<file path="src/rtl/posiciones_juego.sv">
// Racing game logic: moves the player car from the buttons once per video frame,
// scrolls two enemy cars down fixed lanes, detects crashes and keeps the score.
module posiciones_juego #(
    parameter int unsigned PISTA_MIN      = 160,
    parameter int unsigned PISTA_MAX      = 480,
    parameter int unsigned ANCHO_AUTO     = 32,
    parameter int unsigned ALTO_AUTO      = 48,
    parameter int unsigned JUGADOR_Y      = 400,
    parameter int unsigned CARRIL1_X      = 200,
    parameter int unsigned CARRIL2_X      = 380,
    parameter int unsigned INICIO_JUGADOR = 304,
    parameter int unsigned DESFASE2       = 240,
    parameter int unsigned VEL_JUGADOR    = 4,
    parameter int unsigned VEL_ENEMIGO    = 3,
    parameter int unsigned LIM_Y          = 480
) (
    input  logic        clock,
    input  logic        reset,
    input  logic        vsync,
    input  logic        btnIzq,
    input  logic        btnDer,
    input  logic        btnStart,
    output logic [9:0]  posicionJugador,
    output logic [9:0]  posicionEnemigo1,
    output logic [9:0]  posicionEnemigo2,
    output logic        choque,
    output logic [1:0]  estado,
    output logic [15:0] puntaje
);

    typedef enum logic [1:0] {
        ESPERA = 2'b00,
        CORRE  = 2'b01,
        CHOQUE = 2'b10
    } estado_t;

    // All position arithmetic is done one bit wider than the outputs so that
    // sums and differences can never wrap before being clamped.
    localparam logic [10:0] MIN_X   = 11'(PISTA_MIN);
    localparam logic [10:0] MAX_X   = 11'(PISTA_MAX - ANCHO_AUTO);
    localparam logic [10:0] ANCHO   = 11'(ANCHO_AUTO);
    localparam logic [10:0] ALTO    = 11'(ALTO_AUTO);
    localparam logic [10:0] FILA_J  = 11'(JUGADOR_Y);
    localparam logic [10:0] LANE1   = 11'(CARRIL1_X);
    localparam logic [10:0] LANE2   = 11'(CARRIL2_X);
    localparam logic [10:0] VEL_J   = 11'(VEL_JUGADOR);
    localparam logic [10:0] VEL_E   = 11'(VEL_ENEMIGO);
    localparam logic [10:0] LIMITE  = 11'(LIM_Y);
    localparam logic [9:0]  X_INI   = 10'(INICIO_JUGADOR);
    localparam logic [9:0]  Y2_INI  = 10'(DESFASE2);

    logic vsyncMeta, vsyncSync, vsyncPrev;
    logic izqMeta, izqSync;
    logic derMeta, derSync;
    logic startMeta, startSync, startPrev;
    logic tick, start;

    estado_t     estadoActual, estadoSig;
    logic [9:0]  jugadorX, jugadorSig;
    logic [9:0]  enemigo1Y, enemigo1Sig;
    logic [9:0]  enemigo2Y, enemigo2Sig;
    logic [15:0] puntajeReg, puntajeSig;

    logic [10:0] jugadorAncho, jugadorMovido;
    logic [10:0] enemigo1Avance, enemigo2Avance;
    logic        vuelta1, vuelta2;
    logic [16:0] puntajeSuma;
    logic [15:0] puntajeSumado;
    logic        golpe1, golpe2, golpe;

    // The vsync chain resets high so that releasing reset never looks like a
    // falling edge and fakes a frame tick.
    always_ff @(posedge clock or posedge reset) begin
        if (reset) begin
            vsyncMeta <= 1'b1;
            vsyncSync <= 1'b1;
            vsyncPrev <= 1'b1;
            izqMeta   <= 1'b0;
            izqSync   <= 1'b0;
            derMeta   <= 1'b0;
            derSync   <= 1'b0;
            startMeta <= 1'b0;
            startSync <= 1'b0;
            startPrev <= 1'b0;
            tick      <= 1'b0;
            start     <= 1'b0;
        end else begin
            vsyncMeta <= vsync;
            vsyncSync <= vsyncMeta;
            vsyncPrev <= vsyncSync;
            izqMeta   <= btnIzq;
            izqSync   <= izqMeta;
            derMeta   <= btnDer;
            derSync   <= derMeta;
            startMeta <= btnStart;
            startSync <= startMeta;
            startPrev <= startSync;
            tick      <= vsyncPrev & ~vsyncSync;
            start     <= startSync & ~startPrev;
        end
    end

    always_comb begin
        jugadorAncho  = {1'b0, jugadorX};
        jugadorMovido = jugadorAncho;
        if (izqSync && !derSync) begin
            jugadorMovido = (jugadorAncho < MIN_X + VEL_J) ? MIN_X : jugadorAncho - VEL_J;
        end else if (derSync && !izqSync) begin
            jugadorMovido = (jugadorAncho + VEL_J > MAX_X) ? MAX_X : jugadorAncho + VEL_J;
        end
    end

    // Each enemy that reaches the bottom wraps to the top and counts as one
    // passed car; the score sticks at its maximum instead of rolling over.
    always_comb begin
        enemigo1Avance = {1'b0, enemigo1Y} + VEL_E;
        enemigo2Avance = {1'b0, enemigo2Y} + VEL_E;
        vuelta1        = enemigo1Avance >= LIMITE;
        vuelta2        = enemigo2Avance >= LIMITE;
        puntajeSuma    = {1'b0, puntajeReg} + 17'(vuelta1) + 17'(vuelta2);
        puntajeSumado  = puntajeSuma[16] ? 16'hFFFF : puntajeSuma[15:0];
    end

    always_comb begin
        golpe1 = (jugadorAncho < LANE1 + ANCHO) && (LANE1 < jugadorAncho + ANCHO) &&
                 ({1'b0, enemigo1Y} < FILA_J + ALTO) && (FILA_J < {1'b0, enemigo1Y} + ALTO);
        golpe2 = (jugadorAncho < LANE2 + ANCHO) && (LANE2 < jugadorAncho + ANCHO) &&
                 ({1'b0, enemigo2Y} < FILA_J + ALTO) && (FILA_J < {1'b0, enemigo2Y} + ALTO);
        golpe  = (estadoActual == CORRE) && (golpe1 || golpe2);
    end

    // A crash takes priority over a frame tick arriving on the same cycle, so
    // the positions shown at the moment of the crash are the ones that hit.
    always_comb begin
        estadoSig   = estadoActual;
        jugadorSig  = jugadorX;
        enemigo1Sig = enemigo1Y;
        enemigo2Sig = enemigo2Y;
        puntajeSig  = puntajeReg;
        case (estadoActual)
            ESPERA: begin
                if (start) begin
                    estadoSig  = CORRE;
                    puntajeSig = 16'd0;
                end
            end
            CORRE: begin
                if (golpe) begin
                    estadoSig = CHOQUE;
                end else if (tick) begin
                    jugadorSig  = jugadorMovido[9:0];
                    enemigo1Sig = vuelta1 ? 10'd0 : enemigo1Avance[9:0];
                    enemigo2Sig = vuelta2 ? 10'd0 : enemigo2Avance[9:0];
                    puntajeSig  = puntajeSumado;
                end
            end
            CHOQUE: begin
                if (start) begin
                    estadoSig   = ESPERA;
                    jugadorSig  = X_INI;
                    enemigo1Sig = 10'd0;
                    enemigo2Sig = Y2_INI;
                end
            end
            default: begin
                estadoSig   = ESPERA;
                jugadorSig  = X_INI;
                enemigo1Sig = 10'd0;
                enemigo2Sig = Y2_INI;
            end
        endcase
    end

    always_ff @(posedge clock or posedge reset) begin
        if (reset) begin
            estadoActual <= ESPERA;
            jugadorX     <= X_INI;
            enemigo1Y    <= 10'd0;
            enemigo2Y    <= Y2_INI;
            puntajeReg   <= 16'd0;
        end else begin
            estadoActual <= estadoSig;
            jugadorX     <= jugadorSig;
            enemigo1Y    <= enemigo1Sig;
            enemigo2Y    <= enemigo2Sig;
            puntajeReg   <= puntajeSig;
        end
    end

    assign posicionJugador  = jugadorX;
    assign posicionEnemigo1 = enemigo1Y;
    assign posicionEnemigo2 = enemigo2Y;
    assign puntaje          = puntajeReg;
    assign estado           = estadoActual;
    assign choque           = (estadoActual == CHOQUE);

endmodule

</file>
<file path="config.mk">
export PLATFORM = sky130hd
export DESIGN_NAME = posiciones_juego
export DESIGN_NICKNAME = d
export VERILOG_FILES = /design/src/rtl/posiciones_juego.sv
export SDC_FILE = /design/constraint.sdc
export NUM_CORES = 1
export LEC_CHECK = 0
export BUFFER_PORTS_ARGS = -buffer_cell sky130_fd_sc_hd__buf_2
export CAP_MARGIN = 30
export CORE_MARGIN = 10
export CORE_UTILIZATION = 30
export CTS_BUF_LIST = sky130_fd_sc_hd__clkbuf_16
export DETAILED_ROUTE_END_ITERATION = 8
export PLACE_DENSITY = 0.48
export SLEW_MARGIN = 20
export SYNTH_ARGS = -nofsm -noshare
export SYNTH_HDL_FRONTEND = slang
export SYNTH_SLANG_ARGS = --single-unit
</file>
<file path="constraint.sdc">
create_clock -name clock -period 3.8 [get_ports clock]
set_input_delay 0.95 -clock clock [delete_from_list [all_inputs] [get_ports clock]]
set_output_delay 0.95 -clock clock [all_outputs]
set_load 0.01 [all_outputs]
</file>
# Word level (Yosys, flattened, before mapping)
# Cells that the tools add are included.
# op_classes
div	0
n_lt_le_gt_ge	12
mul	0
add_sub_neg	9
n_eq_ne	8
n_bitwise	5
shift	0
reduce_logical	18
mux	27
# op_table
operator	count
$mux 10	15
$pmux 10 s3	3
$mux 16	4
$add 10x6->11 const B	3
$lt 9x11->1 const A	3
$pmux 16 s2	1
$lt 10x9->1 const B	3
$add 10x2->11 const B	2
$ge 11x9->1 const B	2
$lt 10x8->1 const B	2
$add 16x1->17	1
$add 17x1->17	1
$add 10x3->11 const B	1
$gt 11x9->1 const B	1
$lt 8x11->1 const A	1
$sub 10x3->10 const B	1
$logic_and 1x1->1	9
$ne 2x2->1 const B	4
$reduce_and 4->1	2
$mux 2	3
$pmux 2 s3	1
$reduce_and 5->1	1
$ne 3x3->1 const B	1
$not 1->1	3
9 further kinds	11
# totals
out_inout_bits	49
latch_bits	0
rom_bits	0
reg_bits	60
memories	0
ramBits	0
elab_cells	96

# Logic depth before layout (Yosys ltp)
# Gate-level depths: netlist of the first run.
# logic_depth
ltp_word	9
mapped_depth	19

# Least setup slack after synthesis of the first run
# Ideal clock, no wire load.
# synth_timing
path_kind	flip-flop to flip-flop
startpoint	reg enemigo2Y[0], in the netlist posicionEnemigo2[0]
endpoint	reg puntajeReg[3], in the netlist puntaje[3]
required_ns	3.723
t_arrival_ns	4.033
stages_incl_launch_ff	19
slack_ns	-0.310
period_less_slack_ns	4.110
cell_sequence	dfrtp_1 -> inv_1 -> ha_1 -> and4b_1 -> a21boi_0 -> o221a_2 -> o211a_1 -> clkbuf_1 -> inv_1 -> fa_1 -> inv_1 -> ha_1 -> and3_1 -> nand3_1 -> or3_1 -> or2_2 -> clkbuf_1 -> a21bo_2 -> a21oi_1
# synth_via
elab_chain_cells	7
# synth_rtl
element	line	rtl
start: declaration	61	logic [9:0] enemigo2Y, enemigo2Sig;
start signal: assignment	185	enemigo2Y <= enemigo2Sig;
$add 10x2->11, or another cell as far along	117	enemigo2Avance = {1'b0, enemigo2Y} + VEL_E;
$ge 11x9->1, or another cell as far along	119	vuelta2 = enemigo2Avance >= LIMITE;
$add 17x1->17 or $logic_and 1x1->1 (tied branches)	120, 128	
$mux 16 or $logic_or 1x1->1 (tied branches)	121, 129	
$mux 16 or $logic_and 1x1->1 (tied branches)	150, 129	
$mux 16 or $ne 2x2->1 (tied branches)	-	
$pmux 16 s2 or $reduce_and 4->1 (tied branches)	-	
end signal: assignment	186	puntajeReg <= puntajeSig;
end: declaration	62	logic [15:0] puntajeReg, puntajeSig;
# Several ways; a longest one is shown, not always the timed one. The select of a mux whose other input is x is not followed.
# A chain may end at the register's enable or synchronous reset.

# Worst setup path after layout of the first run
# layout_timing
startpoint	reg enemigo2Y[5], in the netlist posicionEnemigo2[5]
endpoint	reg puntajeReg[3], in the netlist puntaje[3]
# Same word-level chain as after synthesis.

==> flow_metrics.py, run 1 <==
metrics = {
    "run_status": {
        "status": "finished, final reports clean",
    },
    "synth": {
        "avgSynthCellArea_um2": 8.71,
        "yosysWarnings": 0,
        "synth_edf_count": 0,
        "synth-seq-cells": 58,
        "netlist_area_um2": 3770,
        "synth_ff_type": "dfrtp_1",
        "async_flop_share_pct": 100,
        "yosysSeqAreaShare_pct": 38.8,
        "synth_cell_types": 75,
        "synth_cells": 433,
    },
    "die": {
        "die_area_um2": 17500,
        "fp.dieH_um": 132,
        "start_util_pct": 31.0,
        "num_io_pins": 55,
        "coreArea_um2": 12200,
        "rows": 40,
        "die_x_um": 132,
    },
    "route": {
        "drt-vias-per-instance": 5.24,
        "firstDrtPassIters": 4,
        "wl_um": 10800,
        "ant_nets": 0,
        "wire_per_inst_um": 16.2,
        "drc_errors": 0,
        "drt_iter0_drc": 179,
        "vias": 3504,
    },
    "cells_and_area": {
        "n_fill_cell": 1255,
        "area_growth_pct": 25.1,
        "nets": 516,
        "final_util_pct": 38.8,
        "drive_gt1_share_pct": 26.5,
        "antennaDiodeCount": 0,
    },
    "pwr": {
        "p_leak_nw": 2.12,
        "p_switching_mw": 1.24,
        "comb_power_share_pct": 41.2,
        "ir_worst_vdd_mv": 0.258,
        "seqPwrFrac_pct": 30.2,
        "clkPwrFrac_pct": 28.6,
        "power_density_nw_per_um2": 662,
        "switching_share_pct": 39.6,
        "internal_power_mw": 1.89,
    },
    "setup_path": {
        "max_stage_delay_ns": 0.53,
        "cp.required_ns": 4.06,
        "crit_path_end_kind": "register",
        "critPathKind": "register to register",
        "reg2reg_setup_slack_ns": 0.21,
        "path_cells": "ha_2 > and4b_1 > a21boi_2 > o221a_2 > o211a_1 > inv_2 > fa_1 > inv_2 > ha_2 > and3_4 > nand3_4 > or3_4 > or2_4 > a21bo_2 > a21oi_1",
        "worst_ep_arrival_time_ns": 3.84,
        "crit_path_top_delay_cell": "dfstp_2",
        "critPathLaunchType": "register",
        "crit_fanout": 7,
    },
    "place": {
        "io_buffer_count": 52,
        "dpl.hpwl_um": 7560,
        "gp_congestion": 0.839,
    },
    "global_route": {
        "grt.overflow.total": 0,
        "grt_usage_pct": 12.3,
        "antenna_found_initial": 0,
        "grt_pass1_vias": 3464,
        "grt_start_max_net_pins": 40,
        "grt_pass1_wl_um": 18100,
    },
    "clock_network": {
        "clkSinkCount": 58,
        "cts_inserted_buffers": 9,
        "clk_latency_ns": 0.33,
        "cts-root-buf": "clkbuf_16",
        "cts_tree": "done",
        "cts.reportedPaths.clkPinSlew_ns": 0.06,
        "ctsHoldBuffers": 0,
        "htree_levels": 3,
        "clock_path_buffers": 2,
    },
    "sta": {
        "min_period_ns": 3.59,
        "setup_viol": 0,
        "fin_worst_skew_ns": 0.00630,
        "period_share_pct": 94.4,
        "tightest_slew_ns": 0.611,
        "finalMaxSlewViolations": 0,
        "setup_tns_ns": 0,
        "fmax_mhz": 279,
        "slew_headroom_pct": 58.9,
        "finalHoldViolCount": 0,
    },
    "flow_run": {
        "maxCapViolations": 0,
    },
    "worst_hold_path": {
        "min_path_type": "register to register",
    },
}
==> Yosys cell counts (4+ instances only) <==
library cell	number	area, um^2
a211oi_1	6	45.0
a21o_1	10	75.1
a21oi_1	32	160
a31oi_1	16	100
and2_1	9	56.3
and3_1	5	31.3
clkbuf_1	18	67.6
dfrtp_1	48	1200
dfstp_2	10	263
ha_1	13	163
inv_1	25	93.8
nand2_1	37	139
nand2b_1	7	43.8
nand3_1	15	75.1
nand4_1	7	43.8
nor2_1	25	93.8
nor2b_1	10	62.6
nor3_1	10	50.1
nor4_1	4	25.0
o21a_1	4	30.0
o21ai_0	28	140
o31ai_1	10	75.1
or3_1	4	25.0
==> sequential cells by signal (all words and copies together), names as in the netlist, 2 cells and up <==
signal            flops
estado                2
posicionJugador       8
posicionEnemigo2     10
posicionEnemigo1     10
puntaje              16
==> power by group through the flow <==
stage	sequential, mW	clock (mW)	combinational [mW]
final	0.945	0.893	1.29
after global routing	0.972	0.945	1.44
after CTS	0.946	0.912	1.27
after detailed placement	0.957	0	1.26
after global placement	0.950	0	1.26
after floorplan	0.941	0	0.843
==> cell usage in the layout, fill, tap and decap left out, types with 3 or more instances in the layout <==
cell / count
nand3_1: 14
nor2b_1: 10
o31ai_1: 9
dfstp_2: 10
buf_4: 25
dfrtp_1: 47
inv_2: 4
clkbuf_16: 9
clkinv_4: 3
ha_1: 10
o21a_1: 4
nand2_1: 36
a2111oi_0: 3
a211oi_1: 6
nand2b_1: 7
nor2_1: 24
inv_1: 21
o22ai_1: 3
or3_1: 3
nor3_1: 10
buf_2: 52
nand3b_1: 3
a21oi_1: 31
and2_1: 9
ha_2: 3
a31oi_1: 16
and3_1: 4
a221o_1: 3
xor2_1: 3
nor4_1: 4
nand4_1: 7
o21ai_0: 27
a21o_1: 10
==> what timing repair did <==
item,CTS,global route
pin swaps,0,4
cloned,0,0
resized for setup,1,11
setup endpoints to repair,5,14
buffers inserted,0,4
==> per-layer routing <==
| metal | track usage, % | vias to the layer above | share of wire (%) |
|---|---|---|---|
| li1 | - | 1737 | - |
| met1 | 16.3 | 1682 | 47 |
| met2 | 18.8 | 77 | 47 |
| met3 | 4.15 | 8 | 5.6 |
| met4 | 3.15 | 0 | 0.79 |
| met5 | 0 | - | 0 |
==> cell type report <==
class	count	area, um^2	area share, %
flip-flops and latches	58	1470	31.0
clock inverters	7	103	2.17
clock buffers	9	225	4.77
well taps	168	210	4.45
multi-input cells	324	2150	45.7
inverters	25	93.8	1.99
repair buffers	78	468	9.92
==> logic make-up (layout without fill, tap and decap cells) <==
kind of cell,Yosys count,count (layout),synth area share (%)
mux,2,2,0.564
other cells,1,2,0.0994
fa+ha+maj,14,14,4.84
compound gates,148,148,26.9
flops,58,58,38.8
xor+xnor,4,4,0.929
buf+inv,52,119,6.07
simple gates,154,154,21.8
==> final timing paths <==
path / to / startpoint / depth (start not counted)
setup / recovery: puntaje[3]$_DFFE_PP0P_ / posicionEnemigo2[5]$_DFFE_PP1P_ / 15
hold / removal: startSync$_DFF_PP0_ / startMeta$_DFF_PP0_ / 0
setup reg to reg: puntaje[3]$_DFFE_PP0P_ / posicionEnemigo2[5]$_DFFE_PP1P_ / 15
hold reg to reg: startSync$_DFF_PP0_ / startMeta$_DFF_PP0_ / 0
max in group asynchronous: posicionEnemigo2[6]$_DFFE_PP1P_ / reset / 3
min in group asynchronous: izqMeta$_DFF_PP0_ / reset / 2
==> per-stage QoR <==
stage / setup WS [ns] / instance area, um^2 / power (mW) / instances / hold WS, ns
after floorplan: 0.0163 / 3830 / 1.78 / 434 / 0.331
after global placement: 0.0520 / 4300 / 2.21 / 648 / 0.334
after detailed placement: -0.0763 / 4300 / 2.22 / 648 / 0.337
after CTS: 0.0155 / 4630 / 3.13 / 664 / 0.351
after global routing: -0.0138 / 4720 / 3.36 / 669 / 0.357
final: 0.213 / 4720 / 3.12 / 669 / 0.348
==> critical path: cells and delay by family, from the launching register on <==
kind	cells	cell delay (ns)
and+or+nand+nor	5	1.23
adders and majority gates	3	0.72
AOI/OAI and AO/OA	5	0.89
DFF	1	0.53
buffers and inverters	2	0.15
(Power assumes the default switching activity.)
==> inputs of run 2 (changes only) <==
--- a/config.mk
+++ b/config.mk
@@ -7,11 +7,14 @@
 export LEC_CHECK = 0
 export BUFFER_PORTS_ARGS = -buffer_cell sky130_fd_sc_hd__buf_2
 export CAP_MARGIN = 30
+export CELL_PAD_IN_SITES_DETAIL_PLACEMENT = 1
+export CELL_PAD_IN_SITES_GLOBAL_PLACEMENT = 1
 export CORE_MARGIN = 10
 export CORE_UTILIZATION = 30
 export CTS_BUF_LIST = sky130_fd_sc_hd__clkbuf_16
+export CTS_CLUSTER_SIZE = 20
 export DETAILED_ROUTE_END_ITERATION = 8
-export PLACE_DENSITY = 0.48
+export PLACE_DENSITY = 0.6
 export SLEW_MARGIN = 20
 export SYNTH_ARGS = -nofsm -noshare
 export SYNTH_HDL_FRONTEND = slang
==> run 2 against run 1 <==
Against the previous run:
- first-iteration DRC count increased by 16%
- routed wire length increased by 9.5%
- clock-buffer cell count unchanged
- critical path type unchanged
- largest cell class unchanged
- largest power group unchanged
==> flow_metrics.py, run 2 (synthesis results as in run 1) <==
metrics = {
    "run_status": {
        "status": "finished, final reports clean",
    },
    "sta": {
        "finalHoldViolCount": 0,
        "finalMaxSlewViolations": 0,
        "slew_headroom_pct": 45.7,
        "fmax_mhz": 279,
        "rsz0062_at_grt": "yes",
        "tightest_slew_ns": 0.815,
        "min_period_ns": 3.58,
        "fin_worst_skew_ns": 0.00521,
        "period_share_pct": 94.2,
        "fin_ws_ns": 0.221,
        "setup_viol": 0,
    },
    "route": {
        "drt_iter0_drc": 207,
        "drt-vias-per-instance": 5.37,
        "vias": 3566,
        "wl_um": 11800,
        "drc_errors": 0,
        "ant_nets": 0,
        "wire_per_inst_um": 17.8,
        "firstDrtPassIters": 4,
    },
    "die": {
        "coreArea_um2": 12200,
        "die_area_um2": 17500,
        "rows": 40,
        "fp.dieH_um": 132,
        "start_util_pct": 31.0,
        "num_io_pins": 55,
        "die_x_um": 132,
    },
    "worst_hold_path": {
        "min_path_type": "register to register",
    },
    "clock_network": {
        "cts_inserted_buffers": 9,
        "cts_tree": "done",
        "clk_latency_ns": 0.33,
        "htree_levels": 3,
        "cts.reportedPaths.clkPinSlew_ns": 0.05,
        "cts-root-buf": "clkbuf_16",
        "ctsHoldBuffers": 0,
        "clkSinkCount": 58,
        "clock_path_buffers": 2,
    },
    "global_route": {
        "grt_start_max_net_pins": 33,
        "grt.overflow.total": 0,
        "grt_pass1_vias": 3922,
        "antenna_found_initial": 0,
        "grt_pass1_wl_um": 20200,
        "grt_usage_pct": 13.8,
    },
    "cells_and_area": {
        "antennaDiodeCount": 0,
        "final_cell_mix": "52 x buf_2, 47 x dfrtp_1, 36 x nand2_1",
        "largest_reg_flops": 16,
        "fin_area_um2": 4640,
        "nets": 511,
        "drive_gt1_share_pct": 25.4,
        "final_common_cell": "buf_2",
        "area_growth_pct": 23.0,
    },
    "setup_path": {
        "worst_ep_arrival_time_ns": 3.84,
        "crit_fanout": 8,
        "crit_path_end_kind": "register",
        "cp.required_ns": 4.06,
        "critPathKind": "register to register",
        "critPathLaunchType": "register",
    },
    "place": {
        "gp_congestion": 0.816,
        "dpl.hpwl_um": 8710,
        "placed_cell_area_um2": 4290,
        "dp_slack_ns": -0.155,
        "io_buffer_count": 52,
    },
    "pwr": {
        "p_leak_nw": 2.07,
        "ir_worst_vdd_mv": 0.390,
        "power_density_nw_per_um2": 657,
    },
    "flow_run": {
        "maxCapViolations": 0,
    },
}
==> run 2: changes by cell type in the layout (fill, tap and decap cells not counted), moves of 2 or more <==
cell and change:
buf_4 -4, clkinv_4 -2, clkinvlp_4 +2, ha_2 -2
==> run 2: routing by layer <==
metal,share of wire (%),up-vias,global-route usage [%]
li1,-,1725,-
met1,47,1768,17.3
met2,48,65,22.5
met3,4.0,8,3.73
met4,0.95,0,3.89
met5,0,-,0
==> run 2: worst paths after layout <==
path	startpoint	to	slack, ns	depth (start not counted)
worst max-delay path	posicionEnemigo2[4]$_DFFE_PP1P_	puntaje[9]$_DFFE_PP0P_	0.22	16
worst min-delay path	izqMeta$_DFF_PP0_	izqSync$_DFF_PP0_	0.35	0
worst max register to register	posicionEnemigo2[4]$_DFFE_PP1P_	puntaje[9]$_DFFE_PP0P_	0.22	16
worst min register to register	izqMeta$_DFF_PP0_	izqSync$_DFF_PP0_	0.35	0
max in group asynchronous	reset	vsyncMeta$_DFF_PP1_	2.31	3
min in group asynchronous	reset	posicionEnemigo2[1]$_DFFE_PP0P_	0.74	2
==> run 2: critical path, cell delays in order (launching register included) <==
cell and delay (ns):
dfstp_2 0.59, ha_2 0.17, and4b_1 0.22, a21boi_2 0.19
o221a_2 0.20, o211a_1 0.17, inv_2 0.07, fa_2 0.34
inv_2 0.09, ha_4 0.14, and3_4 0.22, nand3_4 0.09
or3_4 0.42, or2_4 0.29, nand2_2 0.08, o21ai_0 0.08
a21oi_1 0.16
==> run 2: layout make-up <==
class | count | area [um^2]
Sequential cell | 58 | 1470
Tap cell | 168 | 210
Inverter | 25 | 93.8
Timing Repair Buffer | 73 | 418
Clock inverter | 7 | 70.1
Clock buffer | 9 | 225
Multi-Input combinational cell | 324 | 2160
Fill cell | 1439 | 7520
==> run 2: timing repair <==
action,4_1_cts,5_1_grt
resized for setup,1,9
buffers inserted,1,1
hold endpoints to repair,0,0
gates cloned,0,0
endpoints found under the setup margin,8,12
pin swaps,0,5
==> run 2: power by group <==
part           internal [mW]  total [mW]  leakage [nW]  switching, mW
sequential             0.761       0.979         0.732          0.217
clock                  0.504       0.802         0.135          0.298
combinational          0.531        1.27          1.21          0.736
==> run 2: metrics by stage <==
step	setup TNS, ns	total power, mW	hold WS (ns)	std cells	util [%]
final	0	3.05	0.348	664	38.1
after global routing	-0.189	3.31	0.352	664	38.1
after CTS	0	3.08	0.349	663	37.8
after detailed placement	-0.718	2.25	0.337	646	35.2
after global placement	0	2.21	0.333	646	35.2
after floorplan	0	1.78	0.331	434	-
==> inputs of run 3 (changes only) <==
--- a/config.mk
+++ b/config.mk
@@ -14,7 +14,7 @@
 export CTS_BUF_LIST = sky130_fd_sc_hd__clkbuf_16
 export CTS_CLUSTER_SIZE = 20
 export DETAILED_ROUTE_END_ITERATION = 8
-export PLACE_DENSITY = 0.6
+export PLACE_DENSITY = 0.68
 export SLEW_MARGIN = 20
 export SYNTH_ARGS = -nofsm -noshare
 export SYNTH_HDL_FRONTEND = slang
==> run 3 against run 2 <==
Against the previous run:
- register-to-register slack worse by 0.09 ns
- final cell count is 0.60% higher
- via count is 1.7% higher
- routed wire length hardly changed
- first-iteration DRC count is 29% lower
- maximum frequency is 2.3% lower
==> flow_metrics.py, run 3 (synthesis results as in run 1) <==
metrics = {
    "sta": {
        "setup_viol": 0,
        "period_share_pct": 96.4,
        "finalHoldViolCount": 0,
        "whs_ns": 0.348,
        "slew_headroom_pct": 56.8,
        "fin_worst_skew_ns": 0.00733,
        "tightest_slew_ns": 0.645,
        "min_period_ns": 3.66,
        "fmax_mhz": 273,
        "finalMaxSlewViolations": 0,
    },
    "clock_network": {
        "cts.reportedPaths.clkPinSlew_ns": 0.06,
        "clk_latency_ns": 0.33,
        "cts-root-buf": "clkbuf_16",
        "cts_inserted_buffers": 9,
        "clkSinkCount": 58,
        "htree_levels": 3,
        "clock_path_buffers": 2,
        "ctsHoldBuffers": 0,
        "cts_tree": "done",
    },
    "die": {
        "fp.dieH_um": 132,
        "die_x_um": 132,
        "rows": 40,
        "die_area_um2": 17500,
        "num_io_pins": 55,
        "coreArea_um2": 12200,
        "start_util_pct": 31.0,
    },
    "cells_and_area": {
        "fin_area_um2": 4690,
        "final_common_cell": "buf_2",
        "drive_gt1_share_pct": 26.2,
        "antennaDiodeCount": 0,
        "instances_no_fill": 668,
        "final_util_pct": 38.6,
        "n_fill_cell": 1442,
        "largest_reg_flops": 16,
        "regArea_um2": 1470,
        "area_growth_pct": 24.4,
        "nets": 515,
        "multi_input_area_um2": 2160,
        "final_cell_mix": "52 x buf_2, 47 x dfrtp_1, 36 x nand2_1",
    },
    "setup_path": {
        "crit_fanout": 7,
        "crit_path_end_kind": "register",
        "critPathLaunchType": "register",
        "critPathKind": "register to register",
        "worst_ep_arrival_time_ns": 3.92,
        "cp.required_ns": 4.05,
    },
    "run_status": {
        "status": "finished, final reports clean",
    },
    "route": {
        "drt-vias-per-instance": 5.43,
        "drt_iter0_drc": 146,
        "vias": 3625,
        "firstDrtPassIters": 6,
        "ant_nets": 0,
        "wire_per_inst_um": 17.7,
        "drc_errors": 0,
        "wl_um": 11800,
    },
    "global_route": {
        "grt_pass1_vias": 3878,
        "grt_pass1_wl_um": 19900,
        "grt.overflow.total": 0,
        "grt_usage_pct": 13.4,
        "antenna_found_initial": 0,
        "grt_start_max_net_pins": 31,
    },
    "flow_run": {
        "maxCapViolations": 0,
    },
    "pwr": {
        "power_density_nw_per_um2": 671,
        "totalPowerFinal_mw": 3.15,
        "ir_worst_vdd_mv": 0.251,
        "p_leak_nw": 2.11,
    },
    "worst_hold_path": {
        "min_path_type": "register to register",
    },
    "place": {
        "io_buffer_count": 52,
        "placed_cell_area_um2": 4280,
        "gp_congestion": 0.798,
        "dpl.hpwl_um": 8520,
        "dp_cells": 645,
    },
}
[run 3: repair_timing]
action,in CTS,in global routing
buffers inserted,1,6
setup endpoints to repair,8,12
pin swaps,0,4
gates resized for setup,1,10
[run 3: worst paths after layout]
check | depth (start not counted) | slack, ns | end | startpoint
max | 16 | 0.14 | puntaje[3]$_DFFE_PP0P_ | posicionEnemigo1[1]$_DFFE_PP0P_
min | 0 | 0.35 | izqSync$_DFF_PP0_ | izqMeta$_DFF_PP0_
max reg2reg | 16 | 0.14 | puntaje[3]$_DFFE_PP0P_ | posicionEnemigo1[1]$_DFFE_PP0P_
min reg2reg | 0 | 0.35 | izqSync$_DFF_PP0_ | izqMeta$_DFF_PP0_
max in group asynchronous | 3 | 2.19 | posicionEnemigo2[6]$_DFFE_PP1P_ | reset
min in group asynchronous | 2 | 0.71 | derMeta$_DFF_PP0_ | reset
[run 3: cell type report]
| cell class | instances | area share [%] |
|---|---|---|
| Multi-Input combinational cell | 324 | 46.0 |
| Sequential cell | 58 | 31.2 |
| Timing Repair Buffer | 77 | 9.54 |
| Clock buffer | 9 | 4.80 |
| Tap cell | 168 | 4.48 |
| Clock inverter | 7 | 2.00 |
| Inverter | 25 | 2.00 |
[run 3: where the power goes]
| part | total (mW) | internal (mW) | switching (mW) |
|---|---|---|---|
| combinational | 1.32 | 0.543 | 0.773 |
| clock | 0.885 | 0.572 | 0.313 |
| sequential | 0.950 | 0.761 | 0.189 |
| total | 3.15 | 1.88 | 1.27 |
[run 3: worst max-delay path, stage by stage (launching register included)]
cell and delay, ns:
dfrtp_1 0.40, inv_1 0.08, ha_1 0.19, nand4b_1 0.26
a21oi_2 0.21, o221ai_2 0.12, o31ai_2 0.26, inv_1 0.12
fa_2 0.36, inv_2 0.09, ha_4 0.14, and3_4 0.20
nand3_2 0.11, or3_4 0.42, or2_4 0.29, a21bo_2 0.20
a21oi_1 0.13
[run 3: through the flow]
step	setup WS (ns)	TNS, ns
6_report	0.135	0
5_1_grt	-0.0691	-0.256
4_1_cts	0.0210	0
3_5_place_dp	-0.0713	-0.115
3_3_place_gp	0.0767	0
2_1_floorplan	0.0163	0
[run 3: routing by layer]
layer	global-route usage, %	vias to the layer above	wire length, um
li1	-	1724	-
met1	17.7	1821	5770
met2	20.9	66	5410
met3	3.47	14	510
met4	4.26	0	155
met5	0	-	0
